--- config.mk ---
export PLATFORM = sky130hd
export DESIGN_NAME = serial_rx_ctrl
export DESIGN_NICKNAME = d
export VERILOG_FILES = /design/src/rtl/serial_rx_ctrl.sv
export SDC_FILE = /design/constraint.sdc
export NUM_CORES = 1
export LEC_CHECK = 0
export CELL_PAD_IN_SITES_DETAIL_PLACEMENT = 0
export CELL_PAD_IN_SITES_GLOBAL_PLACEMENT = 2
export CORE_MARGIN = 1
export CORE_UTILIZATION = 42
export CTS_CLUSTER_SIZE = 40
export DETAILED_ROUTE_END_ITERATION = 12
export HOLD_SLACK_MARGIN = 0.06
export PLACE_DENSITY = 0.75
export RECOVER_POWER = 50
export SKIP_LAST_GASP = 1
export SLEW_MARGIN = 10
export SYNTH_ARGS = -nofsm -noshare
export SYNTH_HDL_FRONTEND = slang
export SYNTH_SLANG_ARGS = --single-unit
--- constraint.sdc ---
create_clock -name clk -period 2.9 [get_ports clk]
set_input_delay 0.87 -clock clk [delete_from_list [all_inputs] [get_ports clk]]
set_output_delay 0.87 -clock clk [all_outputs]
set_load 0.005 [all_outputs]
--- src/rtl/serial_rx_ctrl.sv ---
// Bit-serial receive controller: start/8 data/odd parity/stop framing
// into a show-ahead FIFO drained through a valid/ready port.
module serial_rx_ctrl #(
    parameter int DEPTH     = 4,
    parameter int PARITY_EN = 1
) (
    input  logic                       clk,
    input  logic                       reset,
    input  logic                       in,
    input  logic                       rd_ready,
    output logic                       rd_valid,
    output logic [7:0]                 rd_data,
    output logic [$clog2(DEPTH):0]     level,
    output logic                       frame_err,
    output logic                       parity_err,
    output logic                       overrun
);
    localparam int AW = $clog2(DEPTH);
    localparam int LW = AW + 1;

    typedef enum logic [2:0] {
        IDLE,
        DATA,
        PAR,
        STOP,
        RESYNC
    } state_t;

    state_t        state, state_n;
    logic [2:0]    cnt;
    logic [7:0]    shreg;
    logic          par_bit;

    logic [7:0]    mem [DEPTH];
    logic [AW-1:0] wptr, rptr;

    logic par_ok, stop_good, stop_bad_par, stop_frame;
    logic push_req, push, pop;

    always_comb begin
        state_n = state;
        unique case (state)
            IDLE:    if (!in) state_n = DATA;
            DATA:    if (cnt == 3'd7) state_n = (PARITY_EN != 0) ? PAR : STOP;
            PAR:     state_n = STOP;
            STOP:    state_n = in ? IDLE : RESYNC;
            RESYNC:  if (in) state_n = IDLE;
            default: state_n = IDLE;
        endcase
    end

    // Odd parity: data bits plus parity bit must XOR to one
    assign par_ok       = (PARITY_EN == 0) || ((^shreg) ^ par_bit);
    assign stop_good    = (state == STOP) && in && par_ok;
    assign stop_bad_par = (state == STOP) && in && !par_ok;
    assign stop_frame   = (state == STOP) && !in;

    assign rd_valid = (level != '0);
    assign rd_data  = mem[rptr];
    assign pop      = rd_valid && rd_ready;
    assign push_req = stop_good;
    assign push     = push_req && ((level < LW'(DEPTH)) || pop);

    always_ff @(posedge clk or posedge reset) begin
        if (reset) begin
            state   <= IDLE;
            cnt     <= '0;
            shreg   <= '0;
            par_bit <= 1'b0;
        end else begin
            state <= state_n;
            unique case (state)
                IDLE: cnt <= '0;
                DATA: begin
                    shreg <= {in, shreg[7:1]};
                    cnt   <= cnt + 3'd1;
                end
                PAR:     par_bit <= in;
                default: ;
            endcase
        end
    end

    always_ff @(posedge clk or posedge reset) begin
        if (reset) begin
            frame_err  <= 1'b0;
            parity_err <= 1'b0;
            overrun    <= 1'b0;
        end else begin
            frame_err  <= stop_frame;
            parity_err <= stop_bad_par;
            overrun    <= push_req && !push;
        end
    end

    always_ff @(posedge clk or posedge reset) begin
        if (reset) begin
            wptr  <= '0;
            rptr  <= '0;
            level <= '0;
            for (int i = 0; i < DEPTH; i++) mem[i] <= '0;
        end else begin
            if (push) begin
                mem[wptr] <= shreg;
                wptr      <= wptr + AW'(1);
            end
            if (pop) rptr <= rptr + AW'(1);
            if (push && !pop)      level <= level + LW'(1);
            else if (pop && !push) level <= level - LW'(1);
        end
    end
endmodule
# Word level (Yosys, flattened, before mapping)
# Index checks and enable logic that the tools add are counted.
[classes]
add_sub_neg = 5
magnitude_cmp = 4
eq_ne = 8
muxes = 14
n_bitwise = 3
reduce_logical = 21
[ops]
columns = ["cell", "n"]
rows = [
  ["32-bit bitwise mux", 1],
  ["8-bit two-way mux", 3],
  ["3-bit two-way mux", 6],
  ["8-bit binary-select mux with 2-bit select", 1],
  ["8-bit demux with 2-bit select", 1],
  ["3-bit case mux with 5 select lines", 1],
  ["1-bit logical AND", 10],
  ["8-bit parity", 1],
  ["3-bit by 1-bit adder with 3-bit output, second input constant", 2],
  ["3-bit by 2-bit == test with 1-bit output, second input constant", 2],
  ["3-bit == test, second input constant", 2],
  ["3-bit >= comparator, second input constant", 2],
  ["2-bit != test, second input constant", 3],
  ["2-bit NOT with 3-bit output", 2],
  ["3-bit case mux with 2 select lines", 1],
  ["2-bit by 1-bit adder with 2-bit output, second input constant", 2],
  ["1-bit logical NOT", 4],
  ["2-bit nonzero test", 2],
  ["3-bit by 1-bit == test with 1-bit output, second input constant", 1],
  ["3-bit logical NOT", 1],
  ["3-bit by 1-bit less-than comparator with 1-bit output, second input constant", 1],
  ["3-bit less-than comparator, second input constant", 1],
  ["3-bit AND reduction", 1],
  ["3-bit nonzero test", 1],
  ["other kinds (3)", 3],
]
[word_totals]
regBits = 57
inputBits = 4
out_inout_bits = 15
word_cells = 69

# Depth between registers and ports, before layout
# Gate-level depths: netlist of run 1.
[logic_depth]
depth_word = 8
mapped_depth = 12

# Worst setup path before layout of run 1
# OpenSTA, ideal clock, no wires.
[synth_path]
kind = "in2reg"
start = "in in"
end = "reg level[2]"
setup_time_ns = 0.079
t_arrival_ns = 2.728
required_ns = 2.821
setup_slack_ns = 0.093
stages = 11
n_path_buf = 1
cell_sequence = "and4b_1 -> clkbuf_1 -> nand3_1 -> mux2_4 -> inv_1 -> ha_1 -> inv_1 -> fa_1 -> xor2_1 -> nor2_1 -> xor2_1"
[synth_via]
elab_chain_cells = 6
word_cells_on_any_way = 8
classes_between = "1 x mux; 7 x reduce/logical"
[synth_rtl]
columns = ["element", "line_no", "rtl"]
rows = [
  ["start: declaration", "9", "input logic in,"],
  ["1-bit logical AND * (2 in a row)", "54", "assign stop_good = (state == STOP) && in && par_ok;"],
  ["1-bit logical AND *", "62", "assign push = push_req && ((level < LW'(DEPTH)) || pop);"],
  ["net push", "38", "logic push_req, push, pop;"],
  ["1-bit logical NOT", "109", "else if (pop && !push) level <= level - LW'(1);"],
  ["1-bit logical AND", "109", ""],
  ["2-bit nonzero test (no line)", "n/a", ""],
  ["end signal: assignment", "108", "if (push && !pop) level <= level + LW'(1);"],
  ["end signal: assignment", "109", ""],
  ["end: declaration", "13", "output logic [$clog2(DEPTH):0] level,"],
]
# Mark *: on every way through the listed nets, which the timed path passes. The rest lies on a longest branch.
# A chain may end at the register's enable or synchronous reset.

# Worst setup path in the final report of run 1
# Ends and elaborated chain as after synthesis.

==> results of run 1 <==
## where the power goes
group	internal [mW]	total [mW]	leakage, nW	switching, mW
sequential	0.979	1.23	0.756	0.249
combinational	0.795	1.41	0.669	0.618
clock	0.506	0.816	0.113	0.310
total	2.28	3.46	1.54	1.18
## through the flow
stage	setup TNS (ns)	instances	power, mW	hold WS, ns
global placement	-0.350	292	2.57	0.477
finish	0	308	3.46	0.501
global route	0	308	3.66	0.514
detailed placement	-0.476	292	2.64	0.492
CTS	0	308	3.48	0.505
floorplan	0	192	2.24	0.459
## logic make-up (layout without fill, tap and decap cells)
group,count (synthesis),count (layout),synth area share (%)
AOI/OAI and AO/OA,8,8,1.50
xor gates and xnor gates,13,13,5.75
adders and majority gates,8,8,3.92
buffers and inverters,17,56,2.33
DFF,57,57,52.0
muxes,56,56,28.0
and+or+nand+nor,33,33,6.48
## flip-flops by register name (all words and copies together) (netlist names), 2 cells and up
name   cells
state      3
rptr       2
cnt        3
level      3
wptr       2
mem       32
shreg      8
## path summary, 6_finish.rpt
kind | endpoint | cells past startpoint | slack, ns | start
worst min register to register | mem[10]$_DFFE_PP0P_ | 1 | 0.50 | mem[10]$_DFFE_PP0P_
worst max-delay path | level[2]$_DFFE_PP0P_ | 11 | 0.11 | in
worst max register to register | level[2]$_DFFE_PP0P_ | 10 | 0.31 | shreg[4]$_DFFE_PP0P_
worst min-delay path | mem[10]$_DFFE_PP0P_ | 1 | 0.50 | mem[10]$_DFFE_PP0P_
min in group asynchronous | cnt[2]$_DFFE_PP0P_ | 3 | 1.45 | reset
max in group asynchronous | mem[18]$_DFFE_PP0P_ | 3 | 0.62 | reset
## layout by cell type, fill, tap and decap left out, types with 5 or more instances in the layout
master           instances
nor2_1                   5
xnor2_1                  7
ha_1                     6
mux4_2                   8
clkdlybuf4s50_1         17
nand2_1                  5
inv_1                    7
buf_4                    8
nand4_1                  8
dfrtp_1                 57
clkbuf_8                10
mux2_2                  43
## layer usage
| layer | wire length, µm | global-route usage (%) | vias to the layer above |
|---|---|---|---|
| met2 | 2770 | 29.2 | 31 |
| met3 | 217 | 5.96 | 7 |
| met1 | 2220 | 20.2 | 848 |
| met5 | 0 | 0 | - |
| met4 | 62 | 5.17 | 0 |
| li1 | - | - | 753 |
## cell type report
class	count	area, µm²
Clock inverter	5	78.8
Inverter	8	30.0
Tap cell	77	96.3
Fill cell	549	2930
Sequential cell	57	1430
Clock buffer	11	141
Multi-Input combinational cell	118	1270
Timing Repair Buffer	32	337
## worst max-delay path: stages
cell and delay (ns):
clkdlybuf4s50_1 0.48, and4b_2 0.30, nand3_2 0.07, mux2_4 0.28, inv_1 0.07, ha_2 0.17, inv_1 0.06, fa_2 0.33
xor2_1 0.15, nor2_1 0.13, xor2_1 0.15
==> results by group, run 1 <==
Clocking
  • Maximum clock insertion buffer count: 2
  • Post-CTS Setup Repair Bufs: 0
  • TritonCTS buffer count: 9
  • Hold-fix buffers, CTS: 0
  • H-tree levels: 3
  • Clk sinks: 57
  • Worst-Skew Late Latency: 0.33 ns
  • CTS tree: yes
  • Gates resized, CTS repair: 0
  • CTS root buf: clkbuf_8
  • Clock transition at the registers of the reported paths: 0.06 ns

Timing
  • Final setup skew: 0.00776 ns
  • Max_slew headroom: 8.12%
  • RSZ-0062 raised after global routing: yes
  • Final setup violating endpoints: 0
  • Fin. max-slew vios: 0
  • Period utilization: 96.3%
  • Slew @ Worst Pin: 1.38 ns
  • Tmin final: 2.79 ns
  • Final setup margin: 0.108 ns
  • Max Clock Freq: 358 MHz
  • Fin. Hold Viols: 0

Place
  • Routability cong.: 0.805
  • Area after DPL: 3150 µm²
  • Port Buf Inserts: 18
  • DP Worst Slack: -0.265 ns
  • Final HPWL DP: 3570 µm

Yosys
  • Distinct cell type count after synthesis: 29
  • Synth top area cells: dfrtp_1, mux2_2, mux4_2, mux2i_4, ha_1
  • Synth top area share: 52.0%
  • Most common cell in the netlist: dfrtp_1
  • Synthesized Nets: 204
  • Mapped Cells: 192
  • #FFs+latches synth: 57
  • Syn_area_per_cell: 14.3 µm²
  • Area leader, netlist: dfrtp_1
  • Post-synth EDFFs: 0
  • Top FF cell, synth: dfrtp_1
  • Seq/Total Area, Yosys: 52.0%
  • Synth warn: 0
  • Fraction of registers with async set/reset: 100%
  • Synth Cell Area: 2740 µm²
  • Most frequent cells after synthesis: dfrtp_1, mux2_2

Die
  • Row count: 29
  • Die area: 6860 µm²
  • Total core area: 6310 µm²
  • Die width: 82.8 µm
  • Height of the chip: 82.8 µm
  • Count of boundary I/O pins: 19
  • Initial Util: 43.5%

Power
  • Leakage: 1.54 nW
  • Pwr/cell area: 1020 nW/µm²
  • Peak VDD IR: 0.755 mV

Final layout
  • N_diodes: 0
  • Share of cells above drive strength 1: 39.4%
  • Final core occ: 53.5%
  • Layout area overhead: 23.2%
  • Fin area: 3380 µm²
  • Fin nets: 238

Critical path
  • Worst setup SP type: input pin
  • Arrival time of the worst setup path: 3.04 ns
  • Critical Path RT: 3.15 ns
  • Crit. End Element: register
  • Crit path kind: in -> reg
  • Critical Path Fanout Max: 4

Route
  • Post-route ant nets: 0
  • Iter 0 DRT Violations: 62
  • Post-DR wirelength/cell: 17.1 µm
  • Drt pass-1 iters: 4
  • Total wire length: 5270 µm
  • DRC Markers: 0
  • Drt via density: 5.32
  • Vias: 1639

Worst hold path
  • Hold Path Class: reg -> reg

GRT
  • First-pass GRT wire length: 8950 µm
  • Initial antenna violation count: 0
  • GRT overflow: 0
  • Pin count of the biggest net entering global routing: 58
  • Vias in the first global route: 1799
  • Total GRT Usage: 17.1%

Status
  • Run status: finished, final reports clean

Flow run
  • MaxCap Viol Count: 0
(Power assumes the default switching activity.)
==> run 2, diff against run 1 <==
Settings changed: CAP_MARGIN from default to 20.
==> results of run 2 <==
Final layout, timing and power as in run 1 (identical DEF).
==> run 3, diff against run 2 <==
Settings changed: CAP_MARGIN 20 to default.
==> results of run 3 <==
Final layout, timing and power as in run 1 (identical DEF).
